===== config.mk =====
export PLATFORM = sky130hd
export DESIGN_NAME = instruction_fetch_unit_flat
export DESIGN_NICKNAME = d
export VERILOG_FILES = /design/src/rtl/instruction_fetch_unit_if.sv /design/src/rtl/instruction_fetch_unit.sv /design/src/flat_wrapper.sv
export SDC_FILE = /design/constraint.sdc
export NUM_CORES = 1
export LEC_CHECK = 0
export ABC_AREA = 0
export ABC_CLOCK_PERIOD_IN_PS = 5000
export BUFFER_PORTS_ARGS = -buffer_cell sky130_fd_sc_hd__buf_2
export CAP_MARGIN = 25
export CORE_MARGIN = 2
export CORE_UTILIZATION = 50
export DETAILED_ROUTE_END_ITERATION = 7
export HOLD_SLACK_MARGIN = 0.15
export PLACE_DENSITY = 0.81
export SYNTH_ARGS = -nofsm -noshare
export SYNTH_HDL_FRONTEND = slang
export SYNTH_SLANG_ARGS = --single-unit

===== constraint.sdc =====
create_clock -name Clk -period 5 [get_ports Clk]
set_clock_uncertainty 0.1 [all_clocks]
set_input_delay 0.25 -clock Clk [delete_from_list [all_inputs] [get_ports Clk]]
set_output_delay 0.25 -clock Clk [all_outputs]
set_load 0.01 [all_outputs]

===== src/rtl/instruction_fetch_unit_if.sv =====
// rtl/instruction_fetch_unit_if.sv - instruction-memory bus between fetch unit (master) and memory (slave)
interface instruction_fetch_unit_if;
    logic [9:0]  IMemAddress;
    logic [31:0] IMemInstruction;

    modport master (output IMemAddress, input IMemInstruction);
    modport slave  (input IMemAddress, output IMemInstruction);
endinterface


===== src/rtl/instruction_fetch_unit.sv =====
// rtl/instruction_fetch_unit.sv - PC, instruction fetch and IF/ID register; optional IMEM_BOUND_CHECK_EN range check
module instruction_fetch_unit #(
    parameter logic [31:0] RESET_PC   = 32'h0000_0000,
    parameter int          IMEM_DEPTH = 397
) (
    input  logic        Clk,
    input  logic        Reset,
    input  logic        Stall,
    input  logic        BranchTaken,
    input  logic [31:0] BranchTarget,
    input  logic        Jump,
    input  logic [31:0] JumpTarget,
    instruction_fetch_unit_if.master imem,
    output logic [31:0] PC,
    output logic [31:0] IFID_Instruction,
    output logic [31:0] IFID_PCPlus4,
    output logic        IFID_Valid,
    output logic [31:0] FetchCount,
    output logic        FetchFault
);
    logic [31:0] pc_q, pc_d;
    logic [31:0] instr_q, instr_d;
    logic [31:0] pcp4_q, pcp4_d;
    logic [31:0] count_q, count_d;
    logic        valid_q, valid_d;
    logic        fault_q, fault_d;

    logic        redirect, capture, out_of_range;
    logic [31:0] pc_plus4, target;

    assign pc_plus4 = pc_q + 32'd4;
    assign redirect = Jump | BranchTaken;
    assign capture  = ~redirect & ~Stall;
    assign target   = Jump ? {JumpTarget[31:2], 2'b00} : {BranchTarget[31:2], 2'b00};

    assign imem.IMemAddress = pc_q[11:2];

`ifdef IMEM_BOUND_CHECK_EN
    localparam logic [10:0] DEPTH_W = 11'(IMEM_DEPTH);
    assign out_of_range = ({1'b0, pc_q[11:2]} >= DEPTH_W);
`else
    logic [10:0] unused_depth;
    assign unused_depth = 11'(IMEM_DEPTH);
    assign out_of_range = 1'b0;
`endif

    // Target low bits are discarded: fetches are always word aligned.
    logic [3:0] unused_tgt_bits;
    assign unused_tgt_bits = {BranchTarget[1:0], JumpTarget[1:0]};

    always_comb begin
        pc_d    = pc_q;
        instr_d = instr_q;
        pcp4_d  = pcp4_q;
        valid_d = valid_q;
        count_d = count_q;
        fault_d = fault_q;
        if (redirect) begin
            pc_d    = target;
            instr_d = 32'h0;
            pcp4_d  = 32'h0;
            valid_d = 1'b0;
        end else if (capture) begin
            pc_d    = pc_plus4;
            instr_d = out_of_range ? 32'h0 : imem.IMemInstruction;
            pcp4_d  = pc_plus4;
            valid_d = ~out_of_range;
            fault_d = fault_q | out_of_range;
            if (!out_of_range && count_q != 32'hFFFF_FFFF) begin
                count_d = count_q + 32'd1;
            end
        end
    end

    always_ff @(posedge Clk or posedge Reset) begin
        if (Reset) begin
            pc_q    <= {RESET_PC[31:2], 2'b00};
            instr_q <= 32'h0;
            pcp4_q  <= 32'h0;
            valid_q <= 1'b0;
            count_q <= 32'h0;
            fault_q <= 1'b0;
        end else begin
            pc_q    <= pc_d;
            instr_q <= instr_d;
            pcp4_q  <= pcp4_d;
            valid_q <= valid_d;
            count_q <= count_d;
            fault_q <= fault_d;
        end
    end

    assign PC               = pc_q;
    assign IFID_Instruction = instr_q;
    assign IFID_PCPlus4     = pcp4_q;
    assign IFID_Valid       = valid_q;
    assign FetchCount       = count_q;
    assign FetchFault       = fault_q;
endmodule


===== src/flat_wrapper.sv =====
// flat-port wrapper written by rule: the top's interface ports become plain ports
module instruction_fetch_unit_flat 
#(
    parameter logic [31:0] RESET_PC   = 32'h0000_0000,
    parameter int          IMEM_DEPTH = 397
)
  (Clk, Reset, Stall, BranchTaken, BranchTarget, Jump, JumpTarget, PC, IFID_Instruction, IFID_PCPlus4, IFID_Valid, FetchCount, FetchFault, imem_IMemAddress, imem_IMemInstruction);
  instruction_fetch_unit_if imem_i ();
  input  logic Clk;
  input  logic Reset;
  input  logic Stall;
  input  logic BranchTaken;
  input  logic [31:0] BranchTarget;
  input  logic Jump;
  input  logic [31:0] JumpTarget;
  output logic [31:0] PC;
  output logic [31:0] IFID_Instruction;
  output logic [31:0] IFID_PCPlus4;
  output logic IFID_Valid;
  output logic [31:0] FetchCount;
  output logic FetchFault;
  output wire logic [$bits(imem_i.IMemAddress)-1:0] imem_IMemAddress;
  input wire logic [$bits(imem_i.IMemInstruction)-1:0] imem_IMemInstruction;
  assign imem_IMemAddress = imem_i.IMemAddress;
  assign imem_i.IMemInstruction = imem_IMemInstruction;
  instruction_fetch_unit #(.RESET_PC(RESET_PC), .IMEM_DEPTH(IMEM_DEPTH)) u_core (.Clk(Clk), .Reset(Reset), .Stall(Stall), .BranchTaken(BranchTaken), .BranchTarget(BranchTarget), .Jump(Jump), .JumpTarget(JumpTarget), .imem(imem_i), .PC(PC), .IFID_Instruction(IFID_Instruction), .IFID_PCPlus4(IFID_PCPlus4), .IFID_Valid(IFID_Valid), .FetchCount(FetchCount), .FetchFault(FetchFault));
endmodule

# [Word level (Yosys, flattened, before mapping)]
# Index checks and enable logic that the tools add are counted.
[totals] reg_bits=129 latch_bits=0 ram_bits=0 mem_bits_ro=0 mem_count=0
[classes] add_sub_neg=2 multipliers=0 div_mod_pow=0 order_cmp=0 eq_ne=1 shift=0 muxes=8 n_bitwise=4 reduce_logical=2
[ops] op="two-way mux 32 bit" n=6
[ops] op="adder 32 x 1 -> 32 bit, second input constant" n=1
[ops] op="adder 32 x 3 -> 32 bit, second input constant" n=1
[ops] op="!= test 32 bit, second input constant" n=1
[ops] op="AND reduction 3 bit" n=1
[ops] op="two-way mux 1 bit" n=2
[ops] op="NOT 1 bit" n=2
[ops] op="nonzero test 2 bit" n=1
[ops] op="AND 1 bit" n=1
[ops] op="bitwise OR 1 bit" n=1

# [Logic depth before layout (Yosys ltp)]
[depth] word_depth=5 ltp_mapped=8 mapped_depth_nobuf=6

# [Worst setup path before layout]
# OpenSTA, ideal clock, no wires.
[synth_timing] path_kind="register to register" from="register u_core.count_q[0] (netlist: u_core.FetchCount[0])" to="register u_core.count_q[31] (netlist: u_core.FetchCount[31])" setup_ns=0.125 arrival_ns=1.962 path_slack_ns=2.813 path_stages_with_launch=8 n_path_buf=1 period_less_slack_ns=2.187 path_cell_list="dfrtp_1 > ha_1 > and4_1 > and4_1 > clkbuf_1 > a2111oi_4 > nand4_1 > xnor2_1"
[synth_between] elab_chain_cells=2
[synth_lines] element="start, declared" line_no="instruction_fetch_unit.sv:24" rtl="logic [31:0] count_q, count_d;"
[synth_lines] element="start signal, assigned" line_no="instruction_fetch_unit.sv:88" rtl="count_q <= count_d;"
[synth_lines] element="branches (longest 2 deep; another with adder 32 x 1 -> 32 bit)"
# Several ways; the timed one is not identified.
# A chain may end at the register's enable or synchronous reset.

# [Worst setup path in the final report]
[layout_timing] from="register u_core.pc_q[4] (netlist: u_core.PC[4])" to="register u_core.pcp4_q[31] (netlist: u_core.IFID_PCPlus4[31])"
[layout_between] elab_chain_cells=3
[layout_lines] element="start, declared" line_no="instruction_fetch_unit.sv:21" rtl="logic [31:0] pc_q, pc_d;"
[layout_lines] element="start signal, assigned" line_no="instruction_fetch_unit.sv:77" rtl="pc_q <= {RESET_PC[31:2], 2'b00};"
[layout_lines] element="start signal, assigned" line_no="instruction_fetch_unit.sv:84" rtl="pc_q <= pc_d;"
[layout_lines] element="adder 32 x 3 -> 32 bit" line_no="instruction_fetch_unit.sv:31" rtl="assign pc_plus4 = pc_q + 32'd4;"
[layout_lines] element="two-way mux 32 bit" line_no="instruction_fetch_unit.sv:63" rtl="end else if (capture) begin"
[layout_lines] element="two-way mux 32 bit" line_no="instruction_fetch_unit.sv:58" rtl="if (redirect) begin"
[layout_lines] element="end signal, assigned" line_no="instruction_fetch_unit.sv:86" rtl="pcp4_q <= pcp4_d;"
[layout_lines] element="end, declared" line_no="instruction_fetch_unit.sv:23" rtl="logic [31:0] pcp4_q, pcp4_d;"
# Every way passes these cells. The select of a mux whose other input is x is not followed.

==> results.sh <==
export IMPL_numPlacedInstances=1069
export IMPL_cts_resized_gates=0
export IMPL_muxShareOfSynthArea_pct=5.76
export IMPL_synth_seq_cells=126
export IMPL_power_mw=3.09
export IMPL_worst_pin_slew_ns=1.00
export IMPL_clock_latency_ns=0.41
export IMPL_avgSynthCellArea_um2=9.43
export IMPL_nets=1073
export IMPL_max_vdd_ir_drop_v=0.000221
export IMPL_yosysWarnings=0
export IMPL_powerDensity_nw_per_um2=338
export IMPL_synthTopCellsByArea="dfrtp_1, a21oi_1, xnor2_1, mux2i_1, nand2_1"
export IMPL_crit_type="flip-flop to flip-flop"
export IMPL_grt_pass1_wl_mm=31.4
export IMPL_wirelength_mm=19.3
export IMPL_synth_compound_area_share_pct=17.1
export IMPL_clk_pin_slew_ns=0.06
export IMPL_finalCritPeriodShare_pct=52.9
export IMPL_synth_xor_area_share_pct=7.64
export IMPL_setup_ws_ns=2.35
export IMPL_status="complete, no violations"
export IMPL_hold_viol=0
export IMPL_cts_setup_buffers=0
export IMPL_routedWlPerCell_um=16.7
export IMPL_vias=6355
export IMPL_die_y_um=119
export IMPL_placed_cell_area_um2=7840
export IMPL_yosysSeqAreaShare_pct=47.4
export IMPL_fin_area_um2=9120
export IMPL_start_util_pct=50.6
export IMPL_grt_ovfl_total=0
export IMPL_cts_hold_buf=57
export IMPL_pre_cts_ws_ns=2.38
export IMPL_drc=0
export IMPL_drtPass1Iterations=6
export IMPL_cts_buffers=17
export IMPL_port_buffers=233
export IMPL_place_congestion=0.855
export IMPL_cts_sinks=126
export IMPL_reg2reg_setup_slack_ns=2.35
export IMPL_setup_worst_path_end_class="flip-flop"
export IMPL_chipWidth_um=119
export IMPL_cts_root_buf="clkbuf_16"
export IMPL_cp_arrival_ns=2.80
export IMPL_htree_levels=4
export IMPL_rsz0062_at_grt="no"
export IMPL_required_ns=5.15
export IMPL_syn_inst=705
export IMPL_synth_largest_area_cell="dfrtp_1"
export IMPL_synth_fa_ha_area_share_pct=0.376
export IMPL_grt_antenna_before_repair=1
export IMPL_grt_pass1_vias=6368
export IMPL_leakagePower_nw=4.53
export IMPL_maxSlewViolCount=0
export IMPL_grtUsageTotal_pct=27.6
export IMPL_synth_area_um2=6650
export IMPL_drtIter0Drc=473
export IMPL_crit_reg2reg_capture="u_core.IFID_PCPlus4[31]"
export IMPL_crit_path_max_fanout=11
export IMPL_start_kind="flip-flop"
export IMPL_synthTopCellsByCount="dfrtp_1, a21oi_1, nand2_1"
export IMPL_fp_coreArea_um2=13100
export IMPL_finalCriticalPeriod_ns=2.65
export IMPL_cap_violations=0
export IMPL_via_per_inst=5.48
export IMPL_die_area_um2=14200
export IMPL_setup_tns_ns=0
export IMPL_synth_most_common_cell="dfrtp_1"
export IMPL_synth_top_family_by_area="compound AO/OA/AOI/OAI gates"
export IMPL_syn_to_final_growth_pct=37.2
export IMPL_critPathCapture="u_core.IFID_PCPlus4[31]"
export IMPL_ant_nets=0
export IMPL_startpoint="u_core.PC[4]"
export IMPL_ys_types=47
export IMPL_slew_headroom_pct=32.5
export IMPL_async_flop_share_pct=100
export IMPL_synth_ff_type="dfrtp_1"
export IMPL_hp_class="input pin to asynchronous set/reset pin"
export IMPL_synth_edff_count=0
export IMPL_fp_row_count=42
export IMPL_r2r_start="u_core.PC[4]"
export IMPL_synthSimpleGateAreaFrac_pct=16.5
export IMPL_final_instance_count_excl_fill=1160
export IMPL_drive_gt1_share_pct=29.5
export IMPL_place_hpwl_mm=12.6
export IMPL_setup_viol_count_final=0
export IMPL_reg2reg_depth=5
export IMPL_ioPinCount=241
export IMPL_netlist_area_leader_share_pct=47.4
export IMPL_max_freq_mhz=378
export IMPL_cts_buffer_depth=2
export IMPL_tritoncts="yes"
export IMPL_grt_max_degree=74
## registers in the layout, indices dropped and copies added, names as in the netlist
signal,cells
u_core.PC,30
u_core.IFID_Valid,1
u_core.IFID_PCPlus4,31
u_core.IFID_Instruction,32
u_core.FetchCount,32
## per-layer routing
layer	track usage, %	wire (µm)
met1	33.9	7940
met2	47.7	9580
met3	6.13	1350
met4	10.2	465
met5	0	0
## layout make-up
type	count	area, µm²
Sequential cell	126	3150
Fill cell	1007	4020
Antenna cell	1	2.50
Clock inverter	9	179
Clock buffer	23	498
Tap cell	176	220
Inverter	18	70.1
Multi-Input combinational cell	507	3170
Timing Repair Buffer	300	1830
## worst min path at each step
stage                           startpoint                    endpoint  slack [ns]  cells after the start
after global routing                 Reset  u_core.IFID_Instruction[9]        0.16                      3
after detailed placement     JumpTarget[3]                u_core.PC[3]        0.37                      3
after floorplan              JumpTarget[3]                u_core.PC[3]        0.27                      2
after CTS                 BranchTarget[13]               u_core.PC[13]        0.15                      4
final                                Reset  u_core.IFID_Instruction[9]        0.16                      3
after global placement       JumpTarget[3]                u_core.PC[3]        0.36                      3
## cell usage in the layout, fill, tap and decap left out, drive strengths merged, types with 7 or more instances in the layout
cell type | Yosys | final
dfrtp | 126 | 126
mux2i | 36 | 36
xnor2 | 46 | 46
nand4 | 22 | 22
inv | 18 | 18
o21a | 12 | 12
nand3 | 31 | 31
clkbuf | 27 | 23
a2bb2oi | 17 | 17
nand2 | 61 | 61
xor2 | 12 | 12
nor2 | 55 | 55
dlygate4sd3 | 0 | 57
and4 | 10 | 10
o21ai | 46 | 46
and3 | 7 | 7
buf | 29 | 243
and2 | 7 | 7
a21oi | 95 | 95
## metrics by stage
step                hold slack [ns]  util, %
floorplan                     0.271        -
global placement              0.361     59.7
detailed placement            0.370     59.7
CTS                           0.151     69.2
global route                  0.155     69.4
finish                        0.157     69.4
## kinds of logic after synthesis
logic type / after synthesis
muxes: 38
buffers and inverters: 74
AOI/OAI and AO/OA: 191
other: 1
and+or+nand+nor: 215
adders and majority gates: 2
DFF: 126
xor gates and xnor gates: 58
## power breakdown
group          total (mW)  internal, mW  leakage (nW)  switching (mW)
Combinational       0.495         0.234          2.51           0.261
Clock                1.40         0.952         0.326           0.446
Sequential           1.19          1.09          1.69           0.104
## critical path: stages (launching register included)
cell and delay, ns:
dfrtp_1 0.54, nand3_1 0.26, nor4_2 0.94, nand4_1 0.31
xnor2_1 0.25, a21oi_1 0.09
(Power assumes the default switching activity.)
